==> config.mk <==
export PLATFORM = sky130hd
export DESIGN_NAME = multicycle_main_fsm
export DESIGN_NICKNAME = d
export VERILOG_FILES = /design/src/rtl/mc_ctrl_pkg.sv /design/src/rtl/instr_imm_decoder.sv /design/src/rtl/multicycle_main_fsm.sv
export SDC_FILE = /design/constraint.sdc
export NUM_CORES = 1
export LEC_CHECK = 0
export ABC_AREA = 0
export BUFFER_PORTS_ARGS = -buffer_cell sky130_fd_sc_hd__buf_2
export CORE_MARGIN = 1.5
export CORE_UTILIZATION = 30
export DETAILED_ROUTE_END_ITERATION = 7
export PLACE_DENSITY_LB_ADDON = 0.12
export SLEW_MARGIN = 15
export SYNTH_ARGS = -nofsm -noshare
export SYNTH_HDL_FRONTEND = slang
export SYNTH_SLANG_ARGS = --single-unit
==> constraint.sdc <==
create_clock -name clk -period 4.3 [get_ports clk]
set_clock_uncertainty 0.05 [all_clocks]
set_input_delay 0.645 -clock clk [delete_from_list [all_inputs] [get_ports clk]]
set_output_delay 0.645 -clock clk [all_outputs]
set_load 0.01 [all_outputs]
==> src/rtl/mc_ctrl_pkg.sv <==
// Shared encodings for the multicycle RV32I control path: FSM states, opcodes, mux selects, ALU_op.
// Pure declarations plus a branch-condition helper; no state, no latency, no flow control.
// ALU_op values are also consumed by alu_decoder, so keep them in sync with it.
package mc_ctrl_pkg;

    typedef enum logic [3:0] {
        S_FETCH    = 4'd0,
        S_DECODE   = 4'd1,
        S_MEMADR   = 4'd2,
        S_MEMREAD  = 4'd3,
        S_MEMWB    = 4'd4,
        S_MEMWRITE = 4'd5,
        S_EXECR    = 4'd6,
        S_EXECI    = 4'd7,
        S_ALUWB    = 4'd8,
        S_BRANCH   = 4'd9,
        S_JAL      = 4'd10,
        S_JALR     = 4'd11,
        S_UI       = 4'd12,
        S_TRAP     = 4'd13
    } state_e;

    localparam logic [6:0] OP_LOAD   = 7'b0000011;
    localparam logic [6:0] OP_STORE  = 7'b0100011;
    localparam logic [6:0] OP_R      = 7'b0110011;
    localparam logic [6:0] OP_IMM    = 7'b0010011;
    localparam logic [6:0] OP_BRANCH = 7'b1100011;
    localparam logic [6:0] OP_JAL    = 7'b1101111;
    localparam logic [6:0] OP_JALR   = 7'b1100111;
    localparam logic [6:0] OP_LUI    = 7'b0110111;
    localparam logic [6:0] OP_AUIPC  = 7'b0010111;

    localparam logic [1:0] ALU_OP_ADD    = 2'b00;
    localparam logic [1:0] ALU_OP_BRANCH = 2'b01;
    localparam logic [1:0] ALU_OP_IRRR   = 2'b10;
    localparam logic [1:0] ALU_OP_UI     = 2'b11;

    localparam logic [1:0] RES_ALUOUT = 2'b00;
    localparam logic [1:0] RES_MEM    = 2'b01;
    localparam logic [1:0] RES_ALU    = 2'b10;

    localparam logic [1:0] SRCA_PC    = 2'b00;
    localparam logic [1:0] SRCA_OLDPC = 2'b01;
    localparam logic [1:0] SRCA_RS1   = 2'b10;

    localparam logic [1:0] SRCB_RS2  = 2'b00;
    localparam logic [1:0] SRCB_IMM  = 2'b01;
    localparam logic [1:0] SRCB_FOUR = 2'b10;

    localparam logic [2:0] IMM_I = 3'b000;
    localparam logic [2:0] IMM_S = 3'b001;
    localparam logic [2:0] IMM_B = 3'b010;
    localparam logic [2:0] IMM_J = 3'b011;
    localparam logic [2:0] IMM_U = 3'b100;

    // Signed compares come back from the ALU as result bit 0 (slt/sltu), equality as zero.
    function automatic logic branch_taken(input logic [2:0] funct3,
                                          input logic       zero,
                                          input logic       lsb);
        case (funct3)
            3'b000:          branch_taken = zero;
            3'b001:          branch_taken = !zero;
            3'b100, 3'b110:  branch_taken = lsb;
            3'b101, 3'b111:  branch_taken = !lsb;
            default:         branch_taken = 1'b0;
        endcase
    endfunction

endpackage

==> src/rtl/instr_imm_decoder.sv <==
// Selects the immediate format from the opcode.
// Purely combinational, zero latency; no flow control.
// Opcodes with no immediate fall back to the I format.
module instr_imm_decoder
    import mc_ctrl_pkg::*;
(
    input  logic [6:0] opcode,
    output logic [2:0] imm_src
);

    always_comb begin
        case (opcode)
            OP_STORE:         imm_src = IMM_S;
            OP_BRANCH:        imm_src = IMM_B;
            OP_JAL:           imm_src = IMM_J;
            OP_LUI, OP_AUIPC: imm_src = IMM_U;
            default:          imm_src = IMM_I;
        endcase
    end

endmodule

==> src/rtl/multicycle_main_fsm.sv <==
// Main control FSM of the multicycle RV32I core: sequences ALU, unified memory port and regfile.
// Moore outputs per state; 3 cycles (branch) to 5 cycles (load/jalr) per instruction with mem_ready=1.
// FETCH, MEMREAD and MEMWRITE hold with request and address stable until mem_ready.
module multicycle_main_fsm
    import mc_ctrl_pkg::*;
#(
    parameter bit RESET_PC_WRITE = 1'b0
) (
    input  logic       clk,
    input  logic       rst_n,
    input  logic [6:0] opcode,
    input  logic [2:0] funct3,
    input  logic       alu_zero,
    input  logic       alu_lsb,
    input  logic       mem_ready,
    output logic       mem_req,
    output logic       mem_write,
    output logic       adr_src,
    output logic       ir_write,
    output logic       pc_write,
    output logic       reg_write,
    output logic [1:0] result_src,
    output logic [1:0] alu_src_a,
    output logic [1:0] alu_src_b,
    output logic [2:0] imm_src,
    output logic [1:0] ALU_op,
    output logic       retire,
    output logic       illegal_instr
);

    state_e state_q, state_d;
    logic   first_q;
    logic   br_bad;
    logic   mem_req_raw, mem_write_raw, ir_write_raw, pc_write_raw, reg_write_raw, retire_raw;

    // funct3 010/011 are not branch encodings in RV32I.
    assign br_bad = (funct3[2:1] == 2'b01);

    always_ff @(posedge clk or negedge rst_n) begin
        if (!rst_n) begin
            state_q <= S_FETCH;
            first_q <= 1'b1;
        end else begin
            state_q <= state_d;
            first_q <= 1'b0;
        end
    end

    always_comb begin
        state_d = state_q;
        case (state_q)
            S_FETCH:    if (mem_ready) state_d = S_DECODE;
            S_DECODE: begin
                case (opcode)
                    OP_LOAD, OP_STORE: state_d = S_MEMADR;
                    OP_R:              state_d = S_EXECR;
                    OP_IMM:            state_d = S_EXECI;
                    OP_BRANCH:         state_d = S_BRANCH;
                    OP_JAL:            state_d = S_JAL;
                    OP_JALR:           state_d = S_JALR;
                    OP_LUI, OP_AUIPC:  state_d = S_UI;
                    default:           state_d = S_TRAP;
                endcase
            end
            S_MEMADR:   state_d = (opcode == OP_LOAD) ? S_MEMREAD : S_MEMWRITE;
            S_MEMREAD:  if (mem_ready) state_d = S_MEMWB;
            S_MEMWB:    state_d = S_FETCH;
            S_MEMWRITE: if (mem_ready) state_d = S_FETCH;
            S_EXECR:    state_d = S_ALUWB;
            S_EXECI:    state_d = S_ALUWB;
            S_ALUWB:    state_d = S_FETCH;
            S_BRANCH:   state_d = br_bad ? S_TRAP : S_FETCH;
            S_JAL:      state_d = S_ALUWB;
            S_JALR:     state_d = S_JAL;
            S_UI:       state_d = S_ALUWB;
            S_TRAP:     state_d = S_TRAP;
            default:    state_d = S_TRAP;
        endcase
    end

    always_comb begin
        mem_req_raw   = 1'b0;
        mem_write_raw = 1'b0;
        ir_write_raw  = 1'b0;
        pc_write_raw  = 1'b0;
        reg_write_raw = 1'b0;
        retire_raw    = 1'b0;
        adr_src       = 1'b0;
        result_src    = RES_ALUOUT;
        alu_src_a     = SRCA_PC;
        alu_src_b     = SRCB_RS2;
        ALU_op        = ALU_OP_ADD;
        case (state_q)
            S_FETCH: begin
                mem_req_raw  = 1'b1;
                alu_src_b    = SRCB_FOUR;
                result_src   = RES_ALU;
                ir_write_raw = mem_ready;
                pc_write_raw = mem_ready | (RESET_PC_WRITE & first_q);
            end
            S_DECODE: begin
                alu_src_a = SRCA_OLDPC;
                alu_src_b = SRCB_IMM;
            end
            S_MEMADR, S_JALR: begin
                alu_src_a = SRCA_RS1;
                alu_src_b = SRCB_IMM;
            end
            S_MEMREAD: begin
                mem_req_raw = 1'b1;
                adr_src     = 1'b1;
            end
            S_MEMWB: begin
                result_src    = RES_MEM;
                reg_write_raw = 1'b1;
                retire_raw    = 1'b1;
            end
            S_MEMWRITE: begin
                mem_req_raw   = 1'b1;
                mem_write_raw = 1'b1;
                adr_src       = 1'b1;
                retire_raw    = mem_ready;
            end
            S_EXECR: begin
                alu_src_a = SRCA_RS1;
                ALU_op    = ALU_OP_IRRR;
            end
            S_EXECI: begin
                alu_src_a = SRCA_RS1;
                alu_src_b = SRCB_IMM;
                ALU_op    = ALU_OP_IRRR;
            end
            S_ALUWB: begin
                reg_write_raw = 1'b1;
                retire_raw    = 1'b1;
            end
            S_BRANCH: begin
                alu_src_a    = SRCA_RS1;
                ALU_op       = ALU_OP_BRANCH;
                pc_write_raw = !br_bad && branch_taken(funct3, alu_zero, alu_lsb);
                retire_raw   = !br_bad;
            end
            S_JAL: begin
                alu_src_a    = SRCA_OLDPC;
                alu_src_b    = SRCB_FOUR;
                pc_write_raw = 1'b1;
            end
            S_UI: begin
                alu_src_a = SRCA_OLDPC;
                alu_src_b = SRCB_IMM;
                ALU_op    = ALU_OP_UI;
            end
            default: ;
        endcase
    end

    // The reset state decodes as FETCH, so strobes are gated by rst_n to stay quiet during reset.
    assign mem_req       = mem_req_raw   & rst_n;
    assign mem_write     = mem_write_raw & rst_n;
    assign ir_write      = ir_write_raw  & rst_n;
    assign pc_write      = pc_write_raw  & rst_n;
    assign reg_write     = reg_write_raw & rst_n;
    assign retire        = retire_raw    & rst_n;
    assign illegal_instr = (state_q == S_TRAP);

    instr_imm_decoder u_imm_dec (
        .opcode  (opcode),
        .imm_src (imm_src)
    );

endmodule

* After elaboration in Yosys (flattened, before gate mapping)
Index checks and enable logic that the tools add are counted.
** Cells by class
- Multiplexer cells :: 21
- Reduce and logical (&&, ||, !) cells :: 20
- Bitwise operators :: 6
- Equality and inequality tests :: 31
** Operator list (number)
- $pmux W4 S9 :: 1
- $pmux W4 S7 :: 1
- $eq A4 B4 Y1 const B :: 6
- $eq A7 B6 Y1 const B :: 3
- $eq A7 B7 Y1 const B :: 3
- $eq A4 B3 Y1 const B :: 4
- $mux W4 :: 4
- $reduce_or A2 Y1 :: 8
- $eq A7 B5 Y1 const B :: 2
- $eq A3 B3 Y1 const B :: 4
- $pmux W2 S2 :: 3
- $pmux W3 S4 :: 1
- $reduce_or A5 Y1 :: 2
- $eq A4 B2 Y1 const B :: 2
- $eq A7 B2 Y1 const B :: 1
- $and A1 B1 Y1 :: 6
- $mux W1 :: 6
- $ne A2 B2 Y1 const B :: 3
- $pmux W1 S3 :: 2
- $pmux W2 S3 :: 1
- $reduce_or A3 Y1 :: 2
- $eq A4 B1 Y1 const B :: 1
- $logic_not A4 Y1 :: 1
- $pmux W1 S4 :: 1
- other kinds (8) :: 10
** Storage, ports and cells
- Input bits :: 15
- Logic and storage cells :: 79
- Register bits :: 4
- Output and inout bits :: 19

* Logic depth before layout (Yosys ltp)
Gate-level depths: netlist (run 1).
- Word-level depth :: 7
- Mapped depth :: 6
- Mapped depth without buffers :: 4

* Hierarchy
A second synthesis (run 1) with hierarchy kept.
** Second synthesis, totals
- Cell total of the unflattened synthesis :: 113
- Area total of the unflattened synthesis :: 817.0 um^2
** Modules (own cells, without submodules)
- multicycle_main_fsm :: instances 1, sequential area each 100.1 um^2, cells an instance 105, area each 755.7 um^2
- instr_imm_decoder :: instances 1, sequential area each 0.0 um^2, cells an instance 8, area each 61.3 um^2

* Worst setup path before layout (run 1)
Ideal clock, no wire load.
- Path type :: input to output
- From :: input port alu_lsb
- To :: output port pc_write
- Data required time :: 3605 ps
- Buffers on the path :: 0
- Arrival :: 1569 ps
- Cell stages on the path :: 4
- Slack :: 2036 ps
- Path through :: xor2_1 -> a22oi_1 -> o221a_2 -> a2111oi_2
** Between the ends
- Word-level cells in the longest chain between the ends :: 6
** RTL lines
- from (decl) :: RTL line multicycle_main_fsm.sv:14 : input logic alu_lsb,
- $logic_not A1 Y1 :: RTL line mc_ctrl_pkg.sv:64 : 3'b101, 3'b111: branch_taken = !lsb;
- $pmux W1 S4 (*) :: RTL line mc_ctrl_pkg.sv:60 : case (funct3)
- $mux W1 (*) :: RTL line multicycle_main_fsm.sv:93 : case (state_q)
- $logic_and A1 B1 Y1 (*) :: RTL line multicycle_main_fsm.sv:140 : pc_write_raw = !br_bad && branch_taken(funct3, alu_zero, alu_lsb);
- $pmux W1 S3 (*) :: RTL line multicycle_main_fsm.sv:93
- $and A1 B1 Y1 (*) :: RTL line multicycle_main_fsm.sv:161 : assign pc_write = pc_write_raw & rst_n;
- to (decl) :: RTL line multicycle_main_fsm.sv:20 : output logic pc_write,
Mark *: on every way between the ends. The rest lies on a longest branch, timed or not. The select of a mux whose other input is x is not followed.

* Worst setup path after layout (run 1)
- From :: register state_q[0]
- To :: output port pc_write
** Between the ends
- Word-level cells in the longest chain between the ends :: 3
- Elaborated cells on any way between the ends :: 5
- Classes of those cells :: 2 x eq/ne; 1 x mux; 1 x bitwise; 1 x reduce/logical
** RTL lines
- from (decl) :: RTL line multicycle_main_fsm.sv:31 : state_e state_q, state_d;
- from (signal assigned) :: RTL line multicycle_main_fsm.sv:44 : state_q <= state_d;
- $eq A4 B4 Y1 / $logic_not A4 Y1 (equally long branches) :: RTL line multicycle_main_fsm.sv:93
- $pmux W1 S3 (*) :: RTL line multicycle_main_fsm.sv:93
- $and A1 B1 Y1 (*) :: RTL line multicycle_main_fsm.sv:161
Mark *: on every way between the ends. The rest lies on a longest branch, timed or not.

==> impl_results.html, run 1 <==
<table>
<tr><th>Metric</th><th>Value</th></tr>
<tr><th colspan="2">Synthesis</th></tr>
<tr><td>Synthesized flop and latch total</td><td>4</td></tr>
<tr><td>Area share of the leading cell type in the synthesized netlist</td><td>12.33%</td></tr>
<tr><td>Synth Net Count</td><td>131</td></tr>
<tr><td>Complex-gate fraction of the synthesized area</td><td>24.81%</td></tr>
<tr><td>Netlist Area Pre-Place</td><td>812.0 sq um</td></tr>
<tr><td>Mean area per synthesized cell</td><td>7.000 sq um</td></tr>
<tr><td>Share of synthesized flip-flops with an asynchronous set or reset</td><td>100.0%</td></tr>
<tr><td>Count of cell types in the netlist</td><td>44</td></tr>
<tr><td>Post-synthesis share of cell area spent on xor and xnor gates</td><td>6.471%</td></tr>
<tr><td>Simple-Gate Fraction of Synth Area</td><td>41.45%</td></tr>
<tr><td>Gate count of the mapped netlist</td><td>116</td></tr>
<tr><td>Commonest register cell after synthesis</td><td>dfrtp_1</td></tr>
<tr><td>Share of the yosys chip area belonging to registers</td><td>12.33%</td></tr>
<tr><td>Post-synth EDFFs</td><td>0</td></tr>
<tr><td>Cell type with the highest aggregate area in the netlist</td><td>dfrtp_1</td></tr>
<tr><td>Count of synthesis-stage warnings from yosys</td><td>0</td></tr>
<tr><td>Synth Area in Adders</td><td>0%</td></tr>
<tr><td>Largest cells by area after synthesis</td><td>dfrtp_1 12%, nor2b_1 6.9%, nor3_1 5.5%</td></tr>
<tr><td>Largest family of logic cells by synthesized area</td><td>simple AND/OR/NAND/NOR gates</td></tr>
<tr><td>Mux cell area share after synthesis</td><td>5.085%</td></tr>
<tr><th colspan="2">Floorplan</th></tr>
<tr><td>Rows</td><td>18</td></tr>
<tr><td>Boundary Pins</td><td>34</td></tr>
<tr><td>Width of the chip</td><td>55.03 um</td></tr>
<tr><td>Die span in y</td><td>55.03 um</td></tr>
<tr><td>Core footprint</td><td>2522 sq um</td></tr>
<tr><td>DIE AREA</td><td>3028 sq um</td></tr>
<tr><td>Initial Util</td><td>32.19%</td></tr>
<tr><th colspan="2">Run</th></tr>
<tr><td>Max Cap Violations</td><td>0</td></tr>
<tr><th colspan="2">Timing</th></tr>
<tr><td>Period utilization</td><td>68.15%</td></tr>
<tr><td>Max-slew violation count</td><td>0</td></tr>
<tr><td>Sum of negative setup slack</td><td>0 ps</td></tr>
<tr><td>Worst hold margin</td><td>180.5 ps</td></tr>
<tr><td>Worst-case headroom to the max-slew limit</td><td>50.92%</td></tr>
<tr><td>Final Critical Period</td><td>2930 ps</td></tr>
<tr><td>Setup repair after global routing missed its margin</td><td>false</td></tr>
<tr><td>Final Hold Violating Endpoints</td><td>0</td></tr>
<tr><td>Final setup viols</td><td>0</td></tr>
<tr><td>Max Freq</td><td>341.2 MHz</td></tr>
<tr><td>Transition time at the pin with the least slew margin</td><td>736.3 ps</td></tr>
<tr><th colspan="2">CTS</th></tr>
<tr><td>CTS root buffer</td><td>clkbuf_4</td></tr>
<tr><td>Number of sinks handled by clock tree synthesis</td><td>4</td></tr>
<tr><td>Post-CTS setup buffer count</td><td>0</td></tr>
<tr><td>Post-CTS Resized</td><td>0</td></tr>
<tr><td>Insertion delay of the later-clocked pin in the worst-skew pair</td><td>240 ps</td></tr>
<tr><td>Clock tree buffer depth</td><td>2</td></tr>
<tr><td>Num CTS Buffers</td><td>3</td></tr>
<tr><td>CTS tree</td><td>yes</td></tr>
<tr><td>CTS Hold Bufs</td><td>0</td></tr>
<tr><td>Clock transition at the registers of the reported paths</td><td>40 ps</td></tr>
<tr><td>Htree depth</td><td>1</td></tr>
<tr><th colspan="2">Cells and area</th></tr>
<tr><td>Top register by number of flip-flops</td><td>state_q</td></tr>
<tr><td>Final Util</td><td>38.39%</td></tr>
<tr><td>Diode count</td><td>0</td></tr>
<tr><td>Number of fill cells</td><td>282</td></tr>
<tr><td>Final Instance Area</td><td>968.4 sq um</td></tr>
<tr><td>Max FFs per register</td><td>4</td></tr>
<tr><td>Share of layout cells above drive strength 1</td><td>32.14%</td></tr>
<tr><td>Final layout net count</td><td>157</td></tr>
<tr><td>Largest registers</td><td>state_q: 4 flops</td></tr>
<tr><td>Area growth syn-to-layout</td><td>19.26%</td></tr>
<tr><th colspan="2">Power and ir drop</th></tr>
<tr><td>Static Leakage</td><td>0.0004513 uW</td></tr>
<tr><td>Comb power frac</td><td>65.7%</td></tr>
<tr><td>Switching fraction of total power</td><td>51.96%</td></tr>
<tr><td>Max VDD drop</td><td>314.9 uV</td></tr>
<tr><td>Power spent charging and discharging nets</td><td>259.5 uW</td></tr>
<tr><td>Cell Int Power</td><td>239.9 uW</td></tr>
<tr><td>Share of power burned in the clock network</td><td>9.7%</td></tr>
<tr><td>Power density relative to cell area</td><td>515.7 nW/um^2</td></tr>
<tr><td>Sequential share of power</td><td>24.6%</td></tr>
<tr><th colspan="2">Drt</th></tr>
<tr><td>Post-route DRC</td><td>0</td></tr>
<tr><td>Per-cell via count in the routed design</td><td>5.547</td></tr>
<tr><td>Length of the first detailed-routing pass in iterations</td><td>4</td></tr>
<tr><td>Average detailed-routed wire length per instance</td><td>13.14 um</td></tr>
<tr><td>Final wirelength</td><td>2233 um</td></tr>
<tr><td>Total number of vias</td><td>943</td></tr>
<tr><td>First-iteration detailed-routing DRC count</td><td>30</td></tr>
<tr><td>Count of antenna-violating nets left after detailed routing</td><td>0</td></tr>
<tr><th colspan="2">Global routing</th></tr>
<tr><td>Initial antenna violation count</td><td>0</td></tr>
<tr><td>Via count of the first global-routing pass</td><td>704</td></tr>
<tr><td>Grt total ovfl</td><td>0</td></tr>
<tr><td>GR Util All Layers</td><td>14.50%</td></tr>
<tr><td>Largest net degree at the start of global routing</td><td>25</td></tr>
<tr><td>Global-route wire length before repair</td><td>3270 um</td></tr>
<tr><th colspan="2">Placement</th></tr>
<tr><td>Weighted congestion reported at the end of routability-driven placement</td><td>0.7349</td></tr>
<tr><td>Dpl cell area</td><td>945.9 sq um</td></tr>
<tr><td>Half-perimeter wire length after placement</td><td>1688 um</td></tr>
<tr><td>Quantity of I/O buffers inserted on ports</td><td>33</td></tr>
<tr><th colspan="2">Setup path</th></tr>
<tr><td>Worst Path Class, Setup</td><td>flop to primary output</td></tr>
<tr><td>Cell depth of the worst flop-to-flop path</td><td>3</td></tr>
<tr><td>Terminus of the critical flop-to-flop path</td><td>state_q[1]</td></tr>
<tr><td>Delay of the slowest cell on the worst path</td><td>810 ps</td></tr>
<tr><td>Family with the most delay on the worst path</td><td>flip-flops</td></tr>
<tr><td>Capturing element type of the critical path</td><td>primary output</td></tr>
<tr><td>Maximum fanout along the worst path</td><td>24</td></tr>
<tr><td>Sum of buffers and inverters on the critical path</td><td>1</td></tr>
<tr><td>Req. time, crit path</td><td>3610 ps</td></tr>
<tr><td>Standard cell with the maximum stage delay on the critical path</td><td>dfrtp_1</td></tr>
<tr><td>Critical path launch point type</td><td>flop</td></tr>
<tr><td>Reg2reg start</td><td>state_q[0]</td></tr>
<tr><td>Cells along the critical path</td><td>nor2b_4, nand2_1, o221a_2, a2111oi_2, buf_2</td></tr>
<tr><td>Worst endpoint data arrival time</td><td>2240 ps</td></tr>
<tr><td>R2R Setup Slk</td><td>2480 ps</td></tr>
<tr><th colspan="2">Status</th></tr>
<tr><td>Outcome</td><td>completed</td></tr>
<tr><th colspan="2">Hold path</th></tr>
<tr><td>Tightest Hold Check Type</td><td>input pin to async pin</td></tr>
</table>
## cell usage after synthesis (2+ instances only)
cell,n
xor2_1,4
buf_2,7
buf_4,2
nor2_1,12
inv_1,2
a21oi_1,7
o21ai_0,4
nand2b_1,3
a31oi_1,3
and3_1,3
xnor2_1,2
nor2b_1,9
o22ai_1,2
nand2_1,8
o21a_1,2
nand3_1,3
dfrtp_1,4
clkbuf_1,2
nor3_1,9
or4_1,2
mux2i_1,3
## power groups by stage
stage / clock network [uW] / registers, uW / logic (uW)
2_1_floorplan: 0 / 57.5 / 305
4_1_cts: 49.3 / 122 / 331
3_3_place_gp: 0 / 123 / 328
6_report: 48.4 / 123 / 328
5_1_grt: 50.5 / 130 / 366
3_5_place_dp: 0 / 123 / 330
## cell families (layout without fill, tap and decap cells)
kind of cell	Yosys count	count (layout)
flops	4	4
mux	4	4
buf+inv	15	39
xor+xnor	6	6
simple gates	58	58
compound gates	29	29
## worst max path at each step
stage | slack [ps] | from | cells after the start | end
2_1_floorplan | 2040 | alu_lsb | 4 | pc_write
3_3_place_gp | 1650 | state_q[0] | 5 | pc_write
3_5_place_dp | 1610 | state_q[0] | 5 | pc_write
4_1_cts | 1360 | state_q[0] | 5 | pc_write
5_1_grt | 1200 | state_q[0] | 5 | pc_write
6_report | 1370 | state_q[0] | 5 | pc_write
## metrics by stage
stage / std cells / total power, uW / setup slack, ps
2_1_floorplan: 116 / 362.5 / 2036
3_3_place_gp: 167 / 451.3 / 1647
3_5_place_dp: 167 / 452.5 / 1611
4_1_cts: 170 / 502.6 / 1357
5_1_grt: 170 / 546.4 / 1204
6_report: 170 / 499.4 / 1370
## layer usage
layer / routed length, um / GRT usage, %
met1: 1113 / 22.89
met2: 994 / 20.83
met3: 125 / 1.613
met4: 0 / 2.846
met5: 0 / 0
## area by class of cell
| type | instances | area [sq um] | area share (%) |
|---|---|---|---|
| clock buffers | 3 | 22.52 | 2.326 |
| inverters | 3 | 11.26 | 1.163 |
| multi-input cells | 97 | 631.9 | 65.25 |
| flip-flops and latches | 4 | 100.1 | 10.34 |
| well taps | 30 | 37.54 | 3.876 |
| repair buffers | 33 | 165.2 | 17.05 |
## cell usage in the layout, fill, tap and decap left out, types with 4 or more instances in the layout
cell type and count:
o21ai_0 4, buf_2 33, dfrtp_1 4, nor2b_1 9, a21oi_1 7, nor2_1 12
xor2_1 4, nor3_1 9, nand2_1 8
(Power assumes the default switching activity.)
==> run 2: changes to the inputs <==
- ABC_AREA: 0 -> 1
- clock period: 4.3 -> 2.45 ns (I/O delays scaled with it)
==> run 2 against run 1 <==
Synthesized cell count increased by 11%. Global-route usage increased by 0.19 points. Die area decreased by 12%. Count of clock-buffer cells in the layout unchanged. Hold slack improved by 230 ps. Critical path depth increased by 1. Utilization increased by 3.5 points. Cell count increased by 14%. Highest routed layer unchanged.
==> impl_results.html, run 2 <==
<table>
<tr><th>Metric</th><th>Value</th></tr>
<tr><th colspan="2">Placement</th></tr>
<tr><td>Half-perimeter wire length after placement</td><td>1565 um</td></tr>
<tr><td>Quantity of I/O buffers inserted on ports</td><td>33</td></tr>
<tr><td>Weighted congestion reported at the end of routability-driven placement</td><td>0.8229</td></tr>
<tr><th colspan="2">Drt</th></tr>
<tr><td>Per-cell via count in the routed design</td><td>4.591</td></tr>
<tr><td>First-iteration detailed-routing DRC count</td><td>23</td></tr>
<tr><td>Average detailed-routed wire length per instance</td><td>9.264 um</td></tr>
<tr><td>Post-route DRC</td><td>0</td></tr>
<tr><td>Count of antenna-violating nets left after detailed routing</td><td>0</td></tr>
<tr><td>Final wirelength</td><td>1788 um</td></tr>
<tr><td>Length of the first detailed-routing pass in iterations</td><td>4</td></tr>
<tr><td>Total number of vias</td><td>886</td></tr>
<tr><th colspan="2">Synthesis</th></tr>
<tr><td>Synth Net Count</td><td>144</td></tr>
<tr><td>Largest cells by area after synthesis</td><td>nand2_1 18%, dfrtp_1 14%, nor2_1 13%</td></tr>
<tr><td>Commonest register cell after synthesis</td><td>dfrtp_1</td></tr>
<tr><td>Count of synthesis-stage warnings from yosys</td><td>0</td></tr>
<tr><td>Cell type with the highest aggregate area in the netlist</td><td>nand2_1</td></tr>
<tr><td>Most frequent cells after synthesis</td><td>33 x nand2_1, 24 x nor2_1, 21 x inv_1</td></tr>
<tr><td>Post-synth EDFFs</td><td>0</td></tr>
<tr><td>Share of synthesized flip-flops with an asynchronous set or reset</td><td>100.0%</td></tr>
<tr><td>Share of the yosys chip area belonging to registers</td><td>14.18%</td></tr>
<tr><td>Count of cell types in the netlist</td><td>21</td></tr>
<tr><td>Gate count of the mapped netlist</td><td>129</td></tr>
<tr><td>Area share of the leading cell type in the synthesized netlist</td><td>17.55%</td></tr>
<tr><td>Mean area per synthesized cell</td><td>5.470 sq um</td></tr>
<tr><td>Most frequent cell after synthesis</td><td>nand2_1</td></tr>
<tr><td>Netlist Area Pre-Place</td><td>705.7 sq um</td></tr>
<tr><td>Synthesized flop and latch total</td><td>4</td></tr>
<tr><th colspan="2">Global routing</th></tr>
<tr><td>GR Util All Layers</td><td>14.69%</td></tr>
<tr><td>Largest net degree at the start of global routing</td><td>10</td></tr>
<tr><td>Initial antenna violation count</td><td>0</td></tr>
<tr><td>Global-route wire length before repair</td><td>3063 um</td></tr>
<tr><td>Grt total ovfl</td><td>0</td></tr>
<tr><td>Via count of the first global-routing pass</td><td>788</td></tr>
<tr><th colspan="2">CTS</th></tr>
<tr><td>CTS root buffer</td><td>clkbuf_4</td></tr>
<tr><td>Num CTS Buffers</td><td>3</td></tr>
<tr><td>CTS tree</td><td>yes</td></tr>
<tr><td>Insertion delay of the later-clocked pin in the worst-skew pair</td><td>230 ps</td></tr>
<tr><td>Post-CTS Resized</td><td>0</td></tr>
<tr><td>Number of sinks handled by clock tree synthesis</td><td>4</td></tr>
<tr><td>Post-CTS setup buffer count</td><td>0</td></tr>
<tr><td>Clock tree buffer depth</td><td>2</td></tr>
<tr><td>Clock transition at the registers of the reported paths</td><td>30 ps</td></tr>
<tr><td>Htree depth</td><td>1</td></tr>
<tr><th colspan="2">Power and ir drop</th></tr>
<tr><td>Power density relative to cell area</td><td>827.2 nW/um^2</td></tr>
<tr><td>Final Power</td><td>766.9 uW</td></tr>
<tr><td>Max VDD drop</td><td>468.3 uV</td></tr>
<tr><td>Static Leakage</td><td>0.0005740 uW</td></tr>
<tr><th colspan="2">Floorplan</th></tr>
<tr><td>Width of the chip</td><td>51.50 um</td></tr>
<tr><td>Boundary Pins</td><td>34</td></tr>
<tr><td>Rows</td><td>17</td></tr>
<tr><td>Core footprint</td><td>2212 sq um</td></tr>
<tr><td>DIE AREA</td><td>2652 sq um</td></tr>
<tr><td>Initial Util</td><td>31.90%</td></tr>
<tr><td>Die span in y</td><td>51.50 um</td></tr>
<tr><th colspan="2">Timing</th></tr>
<tr><td>Worst hold margin</td><td>413.1 ps</td></tr>
<tr><td>Max-slew violation count</td><td>0</td></tr>
<tr><td>Worst-case headroom to the max-slew limit</td><td>74.06%</td></tr>
<tr><td>Sum of negative setup slack</td><td>0 ps</td></tr>
<tr><td>Max Freq</td><td>494.8 MHz</td></tr>
<tr><td>Final Hold Violating Endpoints</td><td>0</td></tr>
<tr><td>Transition time at the pin with the least slew margin</td><td>389.2 ps</td></tr>
<tr><td>Final Critical Period</td><td>2021 ps</td></tr>
<tr><td>Setup repair after global routing missed its margin</td><td>false</td></tr>
<tr><td>Period utilization</td><td>82.49%</td></tr>
<tr><td>Final setup viols</td><td>0</td></tr>
<tr><th colspan="2">Cells and area</th></tr>
<tr><td>Final layout net count</td><td>182</td></tr>
<tr><td>Max FFs per register</td><td>4</td></tr>
<tr><td>Top register by number of flip-flops</td><td>state_q</td></tr>
<tr><td>Diode count</td><td>0</td></tr>
<tr><td>Area growth syn-to-layout</td><td>31.38%</td></tr>
<tr><td>Number of fill cells</td><td>254</td></tr>
<tr><td>Leading cell types in the layout, fill and taps excluded</td><td>33 x nand2_1, 33 x buf_2, 24 x nor2_1</td></tr>
<tr><td>Share of layout cells above drive strength 1</td><td>33.33%</td></tr>
<tr><td>Largest registers</td><td>state_q: 4 flops</td></tr>
<tr><th colspan="2">Setup path</th></tr>
<tr><td>Sum of buffers and inverters on the critical path</td><td>2</td></tr>
<tr><td>Maximum fanout along the worst path</td><td>5</td></tr>
<tr><td>Worst endpoint data arrival time</td><td>1600 ps</td></tr>
<tr><td>Capturing element type of the critical path</td><td>primary output</td></tr>
<tr><td>Worst Path Class, Setup</td><td>flop to primary output</td></tr>
<tr><td>Critical Path Stages</td><td>6</td></tr>
<tr><td>Most frequent cell on the critical path</td><td>nor2_1</td></tr>
<tr><td>Standard cell with the maximum stage delay on the critical path</td><td>dfrtp_1</td></tr>
<tr><td>Delay of the slowest cell on the worst path</td><td>420 ps</td></tr>
<tr><td>Family with the most delay on the worst path</td><td>simple AND/OR/NAND/NOR gates</td></tr>
<tr><td>Critical path launch point type</td><td>flop</td></tr>
<tr><td>Cells along the critical path</td><td>nor2_2, inv_2, nor2_1, nor2_1, o211ai_1, buf_2</td></tr>
<tr><td>Cell depth of the worst flop-to-flop path</td><td>7</td></tr>
<tr><td>Req. time, crit path</td><td>2030 ps</td></tr>
<tr><th colspan="2">Hold path</th></tr>
<tr><td>Cell depth of the worst hold path</td><td>3</td></tr>
<tr><td>Tightest Hold Check Type</td><td>input pin to flop</td></tr>
<tr><th colspan="2">Run</th></tr>
<tr><td>Max Cap Violations</td><td>0</td></tr>
<tr><th colspan="2">Status</th></tr>
<tr><td>Outcome</td><td>completed</td></tr>
</table>
-- run 2: changes by cell type in the layout (fill, tap and decap cells not counted), sizes merged, moves of 4 or more --
cell | before | now
nand2 | 8 | 37
inv | 3 | 25
nor3 | 9 | 1
nor2b | 10 | 0
nand3 | 3 | 12
nor2 | 12 | 28
xor2 | 4 | 0
-- run 2: power breakdown --
part	switching [uW]	total [uW]	leakage, uW	internal, uW
sequential	50.0	142	0.0000510	92.1
combinational	342	545	0.000509	202
clock	25.3	80.0	0.0000138	54.6
total	418	767	0.000574	349
-- run 2: logic make-up (layout without fill, tap and decap cells) --
group	count (synthesis)	count (layout)	share of synthesized area (%)
AND/OR/NAND/NOR	79	79	54.08
buffers and inverters	26	62	14.89
AO/OA/AOI/OAI	19	19	15.60
flip-flops	4	4	14.18
XOR/XNOR	1	1	1.241
-- run 2: final timing paths --
check,end,from,slack [ps]
max,alu_src_b[0],state_q[3],430
min,state_q[3],funct3[1],410
max reg2reg,state_q[2],state_q[0],960
min reg2reg,state_q[2],state_q[2],560
max in group asynchronous,state_q[3],rst_n,1770
min in group asynchronous,state_q[0],rst_n,430
-- run 2: stage by stage --
| stage | instance area [sq um] | setup slack, ps | instances | utilization [%] |
|---|---|---|---|---|
| 4_1_cts | 927.1 | 409.7 | 193 | 41.91 |
| 3_5_place_dp | 894.6 | 672.6 | 189 | 40.44 |
| 3_3_place_gp | 894.6 | 711.9 | 189 | 40.44 |
| 2_1_floorplan | 705.7 | 852.0 | 129 | - |
| 5_1_grt | 927.1 | 300.6 | 193 | 41.91 |
| 6_report | 927.1 | 428.9 | 193 | 41.91 |
-- run 2: area by class of cell --
type	count	area (sq um)	area share (%)
Multi-Input combinational cell	99	500.5	53.98
Sequential cell	4	100.1	10.80
Timing Repair Buffer	34	175.2	18.89
Tap cell	28	35.03	3.779
Inverter	25	93.84	10.12
Clock buffer	3	22.52	2.429
-- run 2: what timing repair did --
action,CTS,global route
hold buffers,1,0
endpoints found under the hold margin,4,0
setup endpoints to repair,0,0
-- run 2: routing by layer --
layer	up-vias	global-route usage, %	share of wire, %
li1	481	-	-
met1	389	19.43	50
met2	16	25.21	47
met3	0	2.586	3.3
met4	0	2.632	0
met5	-	0	0
-- run 2: worst min-delay path, cell delays in order --
cell	delay, ps
buf_2	110
nand3_2	90
a21boi_1	70
